--- config.mk ---
export PLATFORM = sky130hd
export DESIGN_NAME = mem_port_arbiter
export DESIGN_NICKNAME = d
export VERILOG_FILES = /design/src/rtl/mem_map_pkg.sv /design/src/rtl/rr_arb2.sv /design/src/rtl/mem_port_arbiter.sv
export SDC_FILE = /design/constraint.sdc
export NUM_CORES = 1
export LEC_CHECK = 0
export ABC_AREA = 1
export CAP_MARGIN = 10
export CORE_UTILIZATION = 25
export CTS_CLUSTER_SIZE = 25
export DETAILED_ROUTE_END_ITERATION = 7
export PLACE_DENSITY_LB_ADDON = 0.1
export SYNTH_ARGS = -nofsm -noshare
export SYNTH_HDL_FRONTEND = slang
export SYNTH_HIERARCHICAL = 1
export SYNTH_SLANG_ARGS = --single-unit
--- constraint.sdc ---
create_clock -name clk -period 2.4 [get_ports clk]
set_input_delay 0.48 -clock clk [delete_from_list [all_inputs] [get_ports clk]]
set_output_delay 0.48 -clock clk [all_outputs]
set_load 0.01 [all_outputs]
--- src/rtl/mem_map_pkg.sv ---
// Shared memory-map constants, bus widths and arbiter owner encoding for the
// text/glyph/instruction/stack BRAM.
package mem_map_pkg;

    localparam int unsigned AW_DEF = 15;
    localparam int unsigned DW_DEF = 16;

    // Word-addressed regions of the shared BRAM.
    localparam int unsigned TEXT_BASE   = 0;
    localparam int unsigned TEXT_SIZE   = 4800;
    localparam int unsigned GLYPH_BASE  = 4800;
    localparam int unsigned GLYPH_SIZE  = 4096;
    localparam int unsigned INSTR_BASE  = 9216;
    localparam int unsigned INSTR_SIZE  = 10240;
    localparam int unsigned INPUT_BASE  = 19456;
    localparam int unsigned INPUT_SIZE  = 256;
    localparam int unsigned OUTPUT_BASE = 19712;
    localparam int unsigned OUTPUT_SIZE = 256;
    localparam int unsigned STACK_BASE  = 19968;
    localparam int unsigned STACK_SIZE  = 4096;

    typedef enum logic [1:0] {
        OWN_IDLE       = 2'd0,
        OWN_CORE       = 2'd1,
        OWN_AUX        = 2'd2,
        OWN_AUX_LOCKED = 2'd3
    } owner_e;

    typedef enum logic {
        REQ_CORE = 1'b0,
        REQ_AUX  = 1'b1
    } req_id_e;

endpackage

--- src/rtl/rr_arb2.sv ---
// Two-way round-robin arbiter (core = 0, aux = 1) with a lock override that
// lets requester 1 keep winning under contention.
module rr_arb2
    import mem_map_pkg::*;
(
    input  logic clk,
    input  logic reset,
    input  logic req0_i,
    input  logic req1_i,
    input  logic lock1_i,
    output logic gnt0_o,
    output logic gnt1_o
);

    req_id_e last_q, last_d;

    always_comb begin
        gnt0_o = 1'b0;
        gnt1_o = 1'b0;
        last_d = last_q;
        if (reset) begin
            if (req0_i && req1_i) begin
                if (lock1_i) begin
                    gnt1_o = 1'b1;
                end else if (last_q == REQ_AUX) begin
                    gnt0_o = 1'b1;
                end else begin
                    gnt1_o = 1'b1;
                end
            end else begin
                gnt0_o = req0_i;
                gnt1_o = req1_i;
            end
        end
        if (gnt0_o) begin
            last_d = REQ_CORE;
        end else if (gnt1_o) begin
            last_d = REQ_AUX;
        end
    end

    // Reset favours the core on the first contention.
    always_ff @(posedge clk) begin
        if (!reset) begin
            last_q <= REQ_AUX;
        end else begin
            last_q <= last_d;
        end
    end

endmodule

--- src/rtl/mem_port_arbiter.sv ---
// Shares BRAM port B between the CPU core and an aux bus master; round-robin
// with bounded aux burst lock. Optional aux write protection: WRITE_PROTECT_EN.
module mem_port_arbiter
    import mem_map_pkg::*;
#(
    parameter int unsigned AW        = AW_DEF,
    parameter int unsigned DW        = DW_DEF,
    parameter int unsigned MAX_BURST = 8,
    parameter int unsigned PROT_BASE = 9216,
    parameter int unsigned PROT_SIZE = 10240
) (
    input  logic          clk,
    input  logic          reset,
    input  logic          c_req,
    input  logic          c_we,
    input  logic [AW-1:0] c_addr,
    input  logic [DW-1:0] c_wdata,
    output logic          c_gnt,
    output logic          c_ack,
    output logic [DW-1:0] c_rdata,
    input  logic          a_req,
    input  logic          a_lock,
    input  logic          a_we,
    input  logic [AW-1:0] a_addr,
    input  logic [DW-1:0] a_wdata,
    output logic          a_gnt,
    output logic          a_ack,
    output logic [DW-1:0] a_rdata,
    output logic          a_fault,
    output logic          mem_we,
    output logic [AW-1:0] mem_addr,
    output logic [DW-1:0] mem_din,
    input  logic [DW-1:0] mem_dout
);

    localparam int unsigned BCW = 8;

`ifdef WRITE_PROTECT_EN
    localparam bit PROT_EN = 1'b1;
`else
    localparam bit PROT_EN = 1'b0;
`endif

    owner_e          owner_q, owner_d;
    logic [BCW-1:0]  burst_q, burst_d;
    logic [AW-1:0]   addr_q;
    logic [DW-1:0]   din_q;
    logic            c_ack_q, a_ack_q, rd_q, fault_q;
    logic [DW-1:0]   c_rdata_q, a_rdata_q;
    logic            lock_ovr_c, a_blocked_c, burst_room_c;

    assign burst_room_c = 32'(burst_q) < MAX_BURST;
    assign lock_ovr_c   = (owner_q == OWN_AUX_LOCKED) && a_lock && burst_room_c;

    rr_arb2 u_arb (
        .clk     (clk),
        .reset   (reset),
        .req0_i  (c_req),
        .req1_i  (a_req),
        .lock1_i (lock_ovr_c),
        .gnt0_o  (c_gnt),
        .gnt1_o  (a_gnt)
    );

    assign a_blocked_c = PROT_EN && a_gnt && a_we
                         && (32'(a_addr) >= PROT_BASE)
                         && (32'(a_addr) < (PROT_BASE + PROT_SIZE));

    // Port-B drive: winner this cycle, otherwise hold the last address/data.
    always_comb begin
        mem_we   = 1'b0;
        mem_addr = addr_q;
        mem_din  = din_q;
        if (!reset) begin
            mem_addr = '0;
            mem_din  = '0;
        end else if (c_gnt) begin
            mem_we   = c_we;
            mem_addr = c_addr;
            mem_din  = c_wdata;
        end else if (a_gnt) begin
            mem_we   = a_we && !a_blocked_c;
            mem_addr = a_addr;
            mem_din  = a_wdata;
        end
    end

    // Owner state and burst counter; a locked aux win enters AUX_LOCKED.
    always_comb begin
        owner_d = OWN_IDLE;
        burst_d = burst_q;
        if (c_gnt) begin
            owner_d = OWN_CORE;
        end else if (a_gnt) begin
            owner_d = a_lock ? OWN_AUX_LOCKED : OWN_AUX;
        end
        if (c_gnt || !a_lock) begin
            burst_d = '0;
        end else if (a_gnt && burst_room_c) begin
            burst_d = burst_q + BCW'(1);
        end
    end

    // Responses are gated by reset so an in-flight ack is dropped at once.
    assign c_ack   = c_ack_q && reset;
    assign a_ack   = a_ack_q && reset;
    assign a_fault = fault_q && reset;
    assign c_rdata = (c_ack && rd_q) ? mem_dout : c_rdata_q;
    assign a_rdata = (a_ack && rd_q) ? mem_dout : a_rdata_q;

    always_ff @(posedge clk) begin
        if (!reset) begin
            owner_q   <= OWN_IDLE;
            burst_q   <= '0;
            addr_q    <= '0;
            din_q     <= '0;
            c_ack_q   <= 1'b0;
            a_ack_q   <= 1'b0;
            rd_q      <= 1'b0;
            fault_q   <= 1'b0;
            c_rdata_q <= '0;
            a_rdata_q <= '0;
        end else begin
            owner_q   <= owner_d;
            burst_q   <= burst_d;
            addr_q    <= mem_addr;
            din_q     <= mem_din;
            c_ack_q   <= c_gnt;
            a_ack_q   <= a_gnt;
            rd_q      <= c_gnt ? !c_we : !a_we;
            fault_q   <= a_blocked_c;
            c_rdata_q <= c_rdata;
            a_rdata_q <= a_rdata;
        end
    end

endmodule

---- Yosys cells after proc, flatten, opt, wreduce, memory -nomap -nowiden ----
Cells that the tools add are included.
operators by class
  add/subtract/negate cells ............... 1
  magnitude comparators ................... 1
  equal/unequal tests ..................... 1
  mux-type cells .......................... 25
  bitwise logic cells ..................... 2
  reduce and logical (&&, ||, !) cells .... 15
operators with widths
  operator                                             count
  2-to-1 mux 16 bit                                    5
  2-to-1 mux 15 bit                                    3
  2-to-1 mux 1 bit                                     17
  adder 8 x 1 -> 8 bit (second input constant)         1
  logical AND 1 bit                                    8
  < comparator 8 x 4 -> 1 bit (second input constant)  1
  logical NOT 1 bit                                    3
  OR reduction 3 bit                                   1
  == test 2 bit (second input constant)                1
  NOT 1 bit                                            2
  nonzero test 2 bit                                   1
  OR reduction 2 bit                                   1
  logical OR 1 bit                                     1
storage, ports and cells
  register bits ........................... 77
  bits of input ports ..................... 85
  word-level logic and storage cells ...... 56

---- Depth between registers and ports, before layout ----
Gate-level depths: netlist of run 1.
  depth in word-level cells ............... 9
  depth in mapped cells ................... 13

---- Hierarchy ----
The synthesis of run 1 kept the hierarchy.
modules (own cells, without submodules)
  module            times used  cells an instance  area each (µm²)
  mem_port_arbiter  1           475                3570.9
  rr_arb2           1           13                 91.3

---- Least setup slack after synthesis of run 1 ----
Ideal clock, no wire load.
  kind .................................... reg2out
  from .................................... register burst_q[7]
  to ...................................... output port mem_addr[10]
  arrival ................................. 1.824 ns
  data required time ...................... 1.920 ns
  slack ................................... 0.096 ns
  stages on the path, launching flop included .. 12
  buffers on the path ..................... 2
  path through ............................ dfxtp_1 nor2_1 nand3_1 nor2_1 inv_1 nand2_1 o21bai_4 nor2_2 buf_2 buf_2 nor2_1 o31ai_1
on the way
  cells in the longest elaborated chain, start to end .. 8
  elaborated cells on any way between the ends .. 11
  those cells by class .................... order compare: 1; mux: 9; reduce/logical: 1
RTL lines
  what                         RTL line                 RTL
  from (decl)                  mem_port_arbiter.sv:45   logic [BCW-1:0] burst_q, burst_d;
  from (signal assigned)       mem_port_arbiter.sv:125  burst_q <= burst_d;
  < comparator 8 x 4 -> 1 bit  mem_port_arbiter.sv:52   assign burst_room_c = 32'(burst_q) < MAX_BURST;
  logical AND 1 bit            mem_port_arbiter.sv:53   assign lock_ovr_c = (owner_q == OWN_AUX_LOCKED) && a_lock && burst_room_c;
  via lock_ovr_c               mem_port_arbiter.sv:50   logic lock_ovr_c, a_blocked_c, burst_room_c;
  2-to-1 mux 1 bit             rr_arb2.sv:23            if (lock1_i) begin
  2-to-1 mux 1 bit             rr_arb2.sv:22            if (req0_i && req1_i) begin
  2-to-1 mux 1 bit             rr_arb2.sv:21            if (reset) begin
  via a_gnt                    mem_port_arbiter.sv:26   output logic a_gnt,
  2-to-1 mux 15 bit            mem_port_arbiter.sv:81   end else if (a_gnt) begin
  2-to-1 mux 15 bit            mem_port_arbiter.sv:77   end else if (c_gnt) begin
  2-to-1 mux 15 bit            mem_port_arbiter.sv:74   if (!reset) begin
  to (decl)                    mem_port_arbiter.sv:31   output logic [AW-1:0] mem_addr,
The timed path passes the listed nets, and every way through them passes these cells.

---- Final worst setup path of run 1 ----
  from .................................... register burst_q[4]
  to ...................................... output port mem_din[11]
on the way
  cells in the longest elaborated chain, start to end .. 8
  elaborated cells on any way between the ends .. 11
  those cells by class .................... order compare: 1; mux: 9; reduce/logical: 1
RTL lines
  what                             RTL line                RTL
  < comparator 8 x 4 -> 1 bit (*)  mem_port_arbiter.sv:52
  logical AND 1 bit (*)            mem_port_arbiter.sv:53
  via lock_ovr_c                   mem_port_arbiter.sv:50
  2-to-1 mux 1 bit                 rr_arb2.sv:23
  2-to-1 mux 1 bit                 rr_arb2.sv:22
  2-to-1 mux 1 bit                 rr_arb2.sv:21
  2-to-1 mux 16 bit                mem_port_arbiter.sv:81
  2-to-1 mux 16 bit (*)            mem_port_arbiter.sv:77
  2-to-1 mux 16 bit (*)            mem_port_arbiter.sv:74
  to (decl)                        mem_port_arbiter.sv:32  output logic [DW-1:0] mem_din,
The timed path passes the listed nets; every way through them passes the cells marked *.

==> qor.yml, run 1 <==
drt:
  vias: 4110
  avgRoutedWirePerCell_um: 13.1
  vias_per_cell: 4.32
  drtIter0Drc: 102
  drc: 0
  drt-total-wl_um: 12400
  ant_nets: 0
  drt_first_pass_iters: 4
global_route:
  grt-ovfl-total: 0
  grt_max_degree: 34
  grt_use_total_pct: 16.0
  antenna_found_initial: 0
  grt_pass1_vias: 3973
  grt_first_pass_wirelength_um: 18800
synth:
  synth_area_leader_cell: "dfxtp_1"
  yosysWarnings: 6
  synth.top_cells.by_count: "nor2_1 (106), inv_1 (78), dfxtp_1 (77), nand2_1 (77), o31ai_1 (62)"
  ys_seq_area_share_pct: 42.1
  syn_nets: 574
  synth_top_area_share_pct: 42.1
  synth_edf_count: 0
  synth_top_family_by_area: "compound AO/OA/AOI/OAI gates"
  yosysMostFrequentCell: "nor2_1"
  synth_mux_area_share_pct: 0
  async_flop_share_pct: 0
  synth_area_per_cell_um2: 7.50
  yosys.area_share.simple_pct: 21.6
  synthAdderAreaFrac_pct: 0.342
  synthXorXnorAreaFrac_pct: 0.239
  synth_cell_types: 26
  netlist_instances: 488
  ys.flop_type: "dfxtp_1"
  synth_area_um2: 3660
  postSynthRegisterBits: 77
  synth-compound-area-share_pct: 21.7
  synth_area_leaders: "dfxtp_1 (42%), o31ai_1 (13%), nor2_1 (11%)"
floorplan:
  placementRows: 43
  coreArea_um2: 14100
  initial_utilization_pct: 26.0
  die-height_um: 123
  fp.dieW_um: 123
  dieArea_um2: 15100
  io_pins: 154
final_layout:
  multi_input_area_um2: 2040
  diodes: 0
  final-seq-area_um2: 1550
  fin_util_pct: 51.6
  nNetsFinal: 853
  fillers: 1381
  syn_to_final_growth_pct: 98.6
  layout-drive-gt1-share_pct: 40.8
timing:
  min_period_ns: 2.62
  finClkSkew_ns: 0.00565
  hold_viol_final: 0
  finalCritPeriodShare_pct: 109
  slew_violations: 0
  rsz0062_at_grt: "true"
  setup_viol: 32
  layout_setup_ws_ns: -0.216
  fmax_ghz: 0.382
worst_hold_path:
  hp-class: "reg2reg"
power:
  p_sw_uw: 908
  p_int_uw: 2850
  pwr-share-seq_pct: 36.1
  pwr-share-comb_pct: 20.3
  power_uw: 3760
  p_clk_share_pct: 43.6
  cellPowerDensity_nw_per_um2: 517
  p_leak_uw: 0.00393
  netSwitchingFraction_pct: 24.1
  ir_worst_vdd_mv: 0.353
cts:
  cts_hold_buf: 0
  clk_pin_slew_ns: 0.06
  cts_tree: "yes"
  clock-sinks: 77
  htree_levels: 3
  cts_root_buf: "clkbuf_16"
  insertion_delay_ns: 0.34
  clockBufferDepth: 2
  cts_buffers: 9
placed_design:
  gp_congestion: 0.693
  dp_hpwl_um: 8150
  io_buffers: 152
outcome:
  failed_checks: "setup timing"
  status: "finished, violations left"
critical_path:
  worst_path_dominant_cell_family: "simple AND/OR/NAND/NOR gates"
  path_max_fanout: 6
  start_kind: "flop"
  crit_slowest_cell: "dfxtp_2"
  cp-end-kind: "primary output"
  critPathRequiredTime_ns: 1.92
  max_stage_delay_ns: 0.33
  cp_cell_sequence: "nor2_4 -> nand3_2 -> nor2_1 -> inv_1 -> nand2_2 -> o21bai_4 -> nor2_4 -> buf_6 -> buf_6 -> buf_16 -> nor2_4 -> o31ai_2 -> buf_2"
  crit_top_cell: "nor2_4"
  arrival_ns: 2.14
  critPathBufInv: 5
  path_class: "reg2out"
job:
  maxCapViolCount: 0
-- power groups by stage --
| stage | clock (uW) | combinational (uW) | sequential [uW] |
|---|---|---|---|
| 2_1_floorplan | 0 | 248 | 1370 |
| 3_3_place_gp | 0 | 644 | 1380 |
| 3_5_place_dp | 0 | 644 | 1380 |
| 4_1_cts | 1680 | 702 | 1350 |
| 5_1_grt | 1730 | 828 | 1360 |
| 6_report | 1640 | 765 | 1360 |
-- path summary, 6_finish.rpt --
path | startpoint | end | slack (ns) | cells past startpoint
hold reg to reg | burst_q[7] | burst_q[7] | 0.45 | 2
hold / removal | burst_q[7] | burst_q[7] | 0.45 | 2
setup / recovery | burst_q[4] | mem_din[11] | -0.22 | 13
setup reg to reg | burst_q[4] | burst_q[0] | 0.44 | 15
-- layout by cell type (no fill, tap or decap), types with 2 or more instances in the layout --
cell,Yosys,layout
a21oi_1,3,2
buf_12,0,8
buf_16,0,4
buf_2,10,31
buf_4,1,116
buf_6,12,9
buf_8,0,2
bufinv_16,0,3
clkbuf_16,0,14
clkbuf_8,0,3
clkdlybuf4s50_1,0,82
dfxtp_1,77,72
dfxtp_2,0,5
dlygate4sd2_1,0,14
dlymetal6s2s_1,0,22
inv_1,78,76
inv_2,4,5
nand2_1,77,76
nand2_4,2,2
nand3_1,4,3
nand3_2,1,2
nor2_1,106,60
nor2_2,5,28
nor2_4,0,23
o21ai_0,3,3
o21ai_1,2,2
o21ai_2,30,30
o31ai_1,62,38
o31ai_2,0,19
o31ai_4,0,5
-- cells by family after synthesis --
logic type	after synthesis
and+or+nand+nor	198
xor gates and xnor gates	1
adders and majority gates	1
other	1
buffers and inverters	108
AOI/OAI and AO/OA	102
DFF	77
-- worst min-delay path: stages (launching register included) --
cell     delay (ns)
dfxtp_2        0.33
inv_1          0.05
nor2_1         0.03
-- area by class of cell --
type,count,area share (%)
clock inverter,3,1.24
sequential,77,21.3
inverter,82,4.40
clock buffer,13,3.72
tap,180,3.10
multi-input combinational,303,28.0
timing repair buffer,294,38.3
-- repair_timing --
item,in CTS,in global routing
setup endpoints to repair,67,55
cloned,5,5
endpoints found under the hold margin,0,0
gates resized for setup,243,77
buffers inserted,18,4
pin swaps,34,18
-- state kept, by name, indices dropped and copies added, names as in the netlist --
signal and flops:
a_ack_q 1, a_rdata_q 16, addr_q 15, burst_q 8, c_ack_q 1, c_rdata_q 16
din_q 16, owner_q 2, rd_q 1, u_arb/last_q 1
-- layer usage --
| metal | wire, um | track usage (%) | vias to the layer above |
|---|---|---|---|
| met5 | 0 | 0 | - |
| met4 | 153 | 5.20 | 0 |
| met3 | 852 | 5.54 | 12 |
| met2 | 6010 | 26.7 | 89 |
| met1 | 5420 | 19.3 | 1895 |
| li1 | - | - | 2114 |
-- per-stage QoR --
step                      instance area [um2]  cells  hold WS [ns]  setup slack (ns)  TNS [ns]
after CTS                                6920    947         0.446            -0.292     -8.38
after floorplan                          3660    488         0.408            0.0964         0
after global routing                     7270    952         0.474            -0.337     -9.25
after detailed placement                 6150    908         0.421            -0.908    -36.18
after global placement                   6150    908         0.416            -0.923    -37.78
final                                    7270    952         0.448            -0.216     -5.32
Power figures use the tool's default switching activity.
==> inputs of run 2 (changes only) <==
- CTS_BUF_LIST: default -> sky130_fd_sc_hd__clkbuf_8
- CTS_CLUSTER_DIAMETER: default -> 30
- PLACE_DENSITY: default -> 0.57
- PLACE_DENSITY_LB_ADDON: 0.1 -> default
==> qor.yml, run 2 (synthesis results as in run 1) <==
outcome:
  status: "finished, violations left"
  failed_checks: "setup timing"
final_layout:
  diodes: 0  # unchanged
  mostFrequentLayoutCell: "buf_4"
  fillers: 1297  # -6.1%
  mostFrequentLayoutCells: "buf_4 (143), clkdlybuf4s50_1 (83), inv_1 (77)"
  layout-drive-gt1-share_pct: 44.3  # +3.5 points
  layout.cells.non_filler: 984  # +3.4%
  largestRegisters: "a_rdata_q (16), c_rdata_q (16), din_q (16)"
  syn_to_final_growth_pct: 105
  nNetsFinal: 885  # +3.8%
floorplan:
  io_pins: 154  # unchanged
  coreArea_um2: 14100  # unchanged
  placementRows: 43  # unchanged
  fp.dieW_um: 123  # unchanged
  die-height_um: 123  # unchanged
  initial_utilization_pct: 26.0  # unchanged
  dieArea_um2: 15100  # unchanged
drt:
  avgRoutedWirePerCell_um: 13.9  # +6.2%
  ant_nets: 0  # unchanged
  drc: 0  # unchanged
  vias_per_cell: 4.39  # +1.6%
  drt-total-wl_um: 13700  # +9.8%
  vias: 4318  # +5.1%
  drtIter0Drc: 174  # +71%
  drt_first_pass_iters: 4  # unchanged
global_route:
  grt_use_total_pct: 18.1  # +2.1 points
  grt.met1_usage_pct: 19.7  # +0.38 points
  grt-ovfl-total: 0  # unchanged
  grt_max_degree: 29  # -15%
  grtUsageMet2_pct: 31.9  # +5.2 points
  grt_pass1_vias: 4383  # +10%
  use_met3_pct: 7.24  # +1.7 points
  grt-busiest-layer: "met2"
  antenna_found_initial: 1  # +1
  grt_first_pass_wirelength_um: 20800  # +11%
timing:
  rsz0062_at_grt: "true"
  holdWs_ns: 0.450  # +0.00187 ns
  setup_tns_ns: -8.11  # -2.80 ns
  min_period_ns: 2.77  # +0.155 ns
  finClkSkew_ns: 0.0113  # +0.00564 ns
  fmax_ghz: 0.361  # -5.6%
  slew_violations: 0  # unchanged
  hold_viol_final: 0  # unchanged
  finalCritPeriodShare_pct: 115  # +6.5 points
  setup_viol: 32  # unchanged
  layout_setup_ws_ns: -0.371  # -0.155 ns
power:
  ir_worst_vdd_mv: 0.252  # -29%
  p_leak_uw: 0.00403  # +2.7%
  cellPowerDensity_nw_per_um2: 442  # -14%
cts:
  clk_pin_slew_ns: 0.08  # +0.02 ns
  htree_levels: 3  # unchanged
  insertion_delay_ns: 0.37  # +0.03 ns
  cts_root_buf: "clkbuf_8"
  clock-sinks: 77  # unchanged
  clockBufferDepth: 2  # unchanged
  cts_hold_buf: 0  # unchanged
  cts_buffers: 9  # unchanged
  cts_tree: "yes"
critical_path:
  path_max_fanout: 5  # -1
  cp-end-kind: "primary output"
  critPathRequiredTime_ns: 1.92  # about the same
  arrival_ns: 2.29  # +0.15 ns
  start_kind: "primary input"
  path_class: "in2out"
placed_design:
  io_buffers: 152  # unchanged
  gp_congestion: 0.755  # +8.8%
  dp_cells: 913  # +0.55%
  dp_hpwl_um: 8400  # +3.0%
job:
  maxCapViolCount: 0  # unchanged
worst_hold_path:
  hp-class: "reg2reg"
-- run 2: cell count changes in the layout (fill, tap and decap cells not counted), moves of 4 or more --
cell / previous run / this run
clkbuf_8: 3 / 11
o31ai_1: 38 / 34
buf_4: 116 / 143
buf_12: 8 / 13
clkbuf_16: 14 / 3
o31ai_4: 5 / 10
nand2_1: 76 / 72
-- run 2: report_power, final --
| group | internal (uW) | switching (uW) |
|---|---|---|
| Sequential | 1330 | 24.9 |
| Clock | 635 | 496 |
| Combinational | 455 | 375 |
-- run 2: per-layer routing --
layer | part of all wire [%] | up-vias
li1 | - | 2179
met1 | 40 | 1971
met2 | 50 | 142
met3 | 7.4 | 24
met4 | 1.9 | 2
met5 | 0.12 | -
-- run 2: timing repair --
action,CTS,global route
gates resized for setup,269,70
endpoints found under the setup margin,68,53
pin swaps,32,16
setup buffers,38,14
cloned,6,3
-- run 2: area by class of cell --
cell class | count | area (um2) | area share, %
clock buffer | 11 | 151 | 2.02
inverter | 82 | 320 | 4.27
multi-input combinational | 303 | 2130 | 28.3
tap | 180 | 225 | 3.00
sequential | 77 | 1550 | 20.6
clock inverter | 5 | 73.8 | 0.984
timing repair buffer | 326 | 3060 | 40.8
-- run 2: final timing paths --
| check | startpoint | endpoint | slack, ns | depth (start not counted) |
|---|---|---|---|---|
| worst max-delay path | a_req | mem_din[12] | -0.37 | 12 |
| worst min-delay path | burst_q[7] | burst_q[7] | 0.45 | 2 |
| worst max register to register | burst_q[4] | din_q[14] | 0.29 | 17 |
| worst min register to register | burst_q[7] | burst_q[7] | 0.45 | 2 |
-- run 2: critical path: stages --
cell and delay (ns):
clkdlybuf4s50_1 0.54, inv_1 0.05, o21bai_4 0.18, nor2_4 0.15, buf_12 0.14, inv_8 0.04, buf_12 0.11, buf_8 0.13
buf_4 0.14, nor2_4 0.09, o31ai_2 0.08, buf_2 0.14
-- run 2: stage by stage --
| stage | total power [uW] | cell area (um2) | setup slack, ns | util [%] |
|---|---|---|---|---|
| 2_1_floorplan | 1620 | 3660 | 0.0964 | - |
| 3_3_place_gp | 2020 | 6210 | -0.902 | 44.1 |
| 3_5_place_dp | 2030 | 6210 | -0.862 | 44.1 |
| 4_1_cts | 3290 | 7150 | -0.463 | 50.7 |
| 5_1_grt | 3480 | 7500 | -0.445 | 53.2 |
| 6_report | 3320 | 7500 | -0.371 | 53.2 |
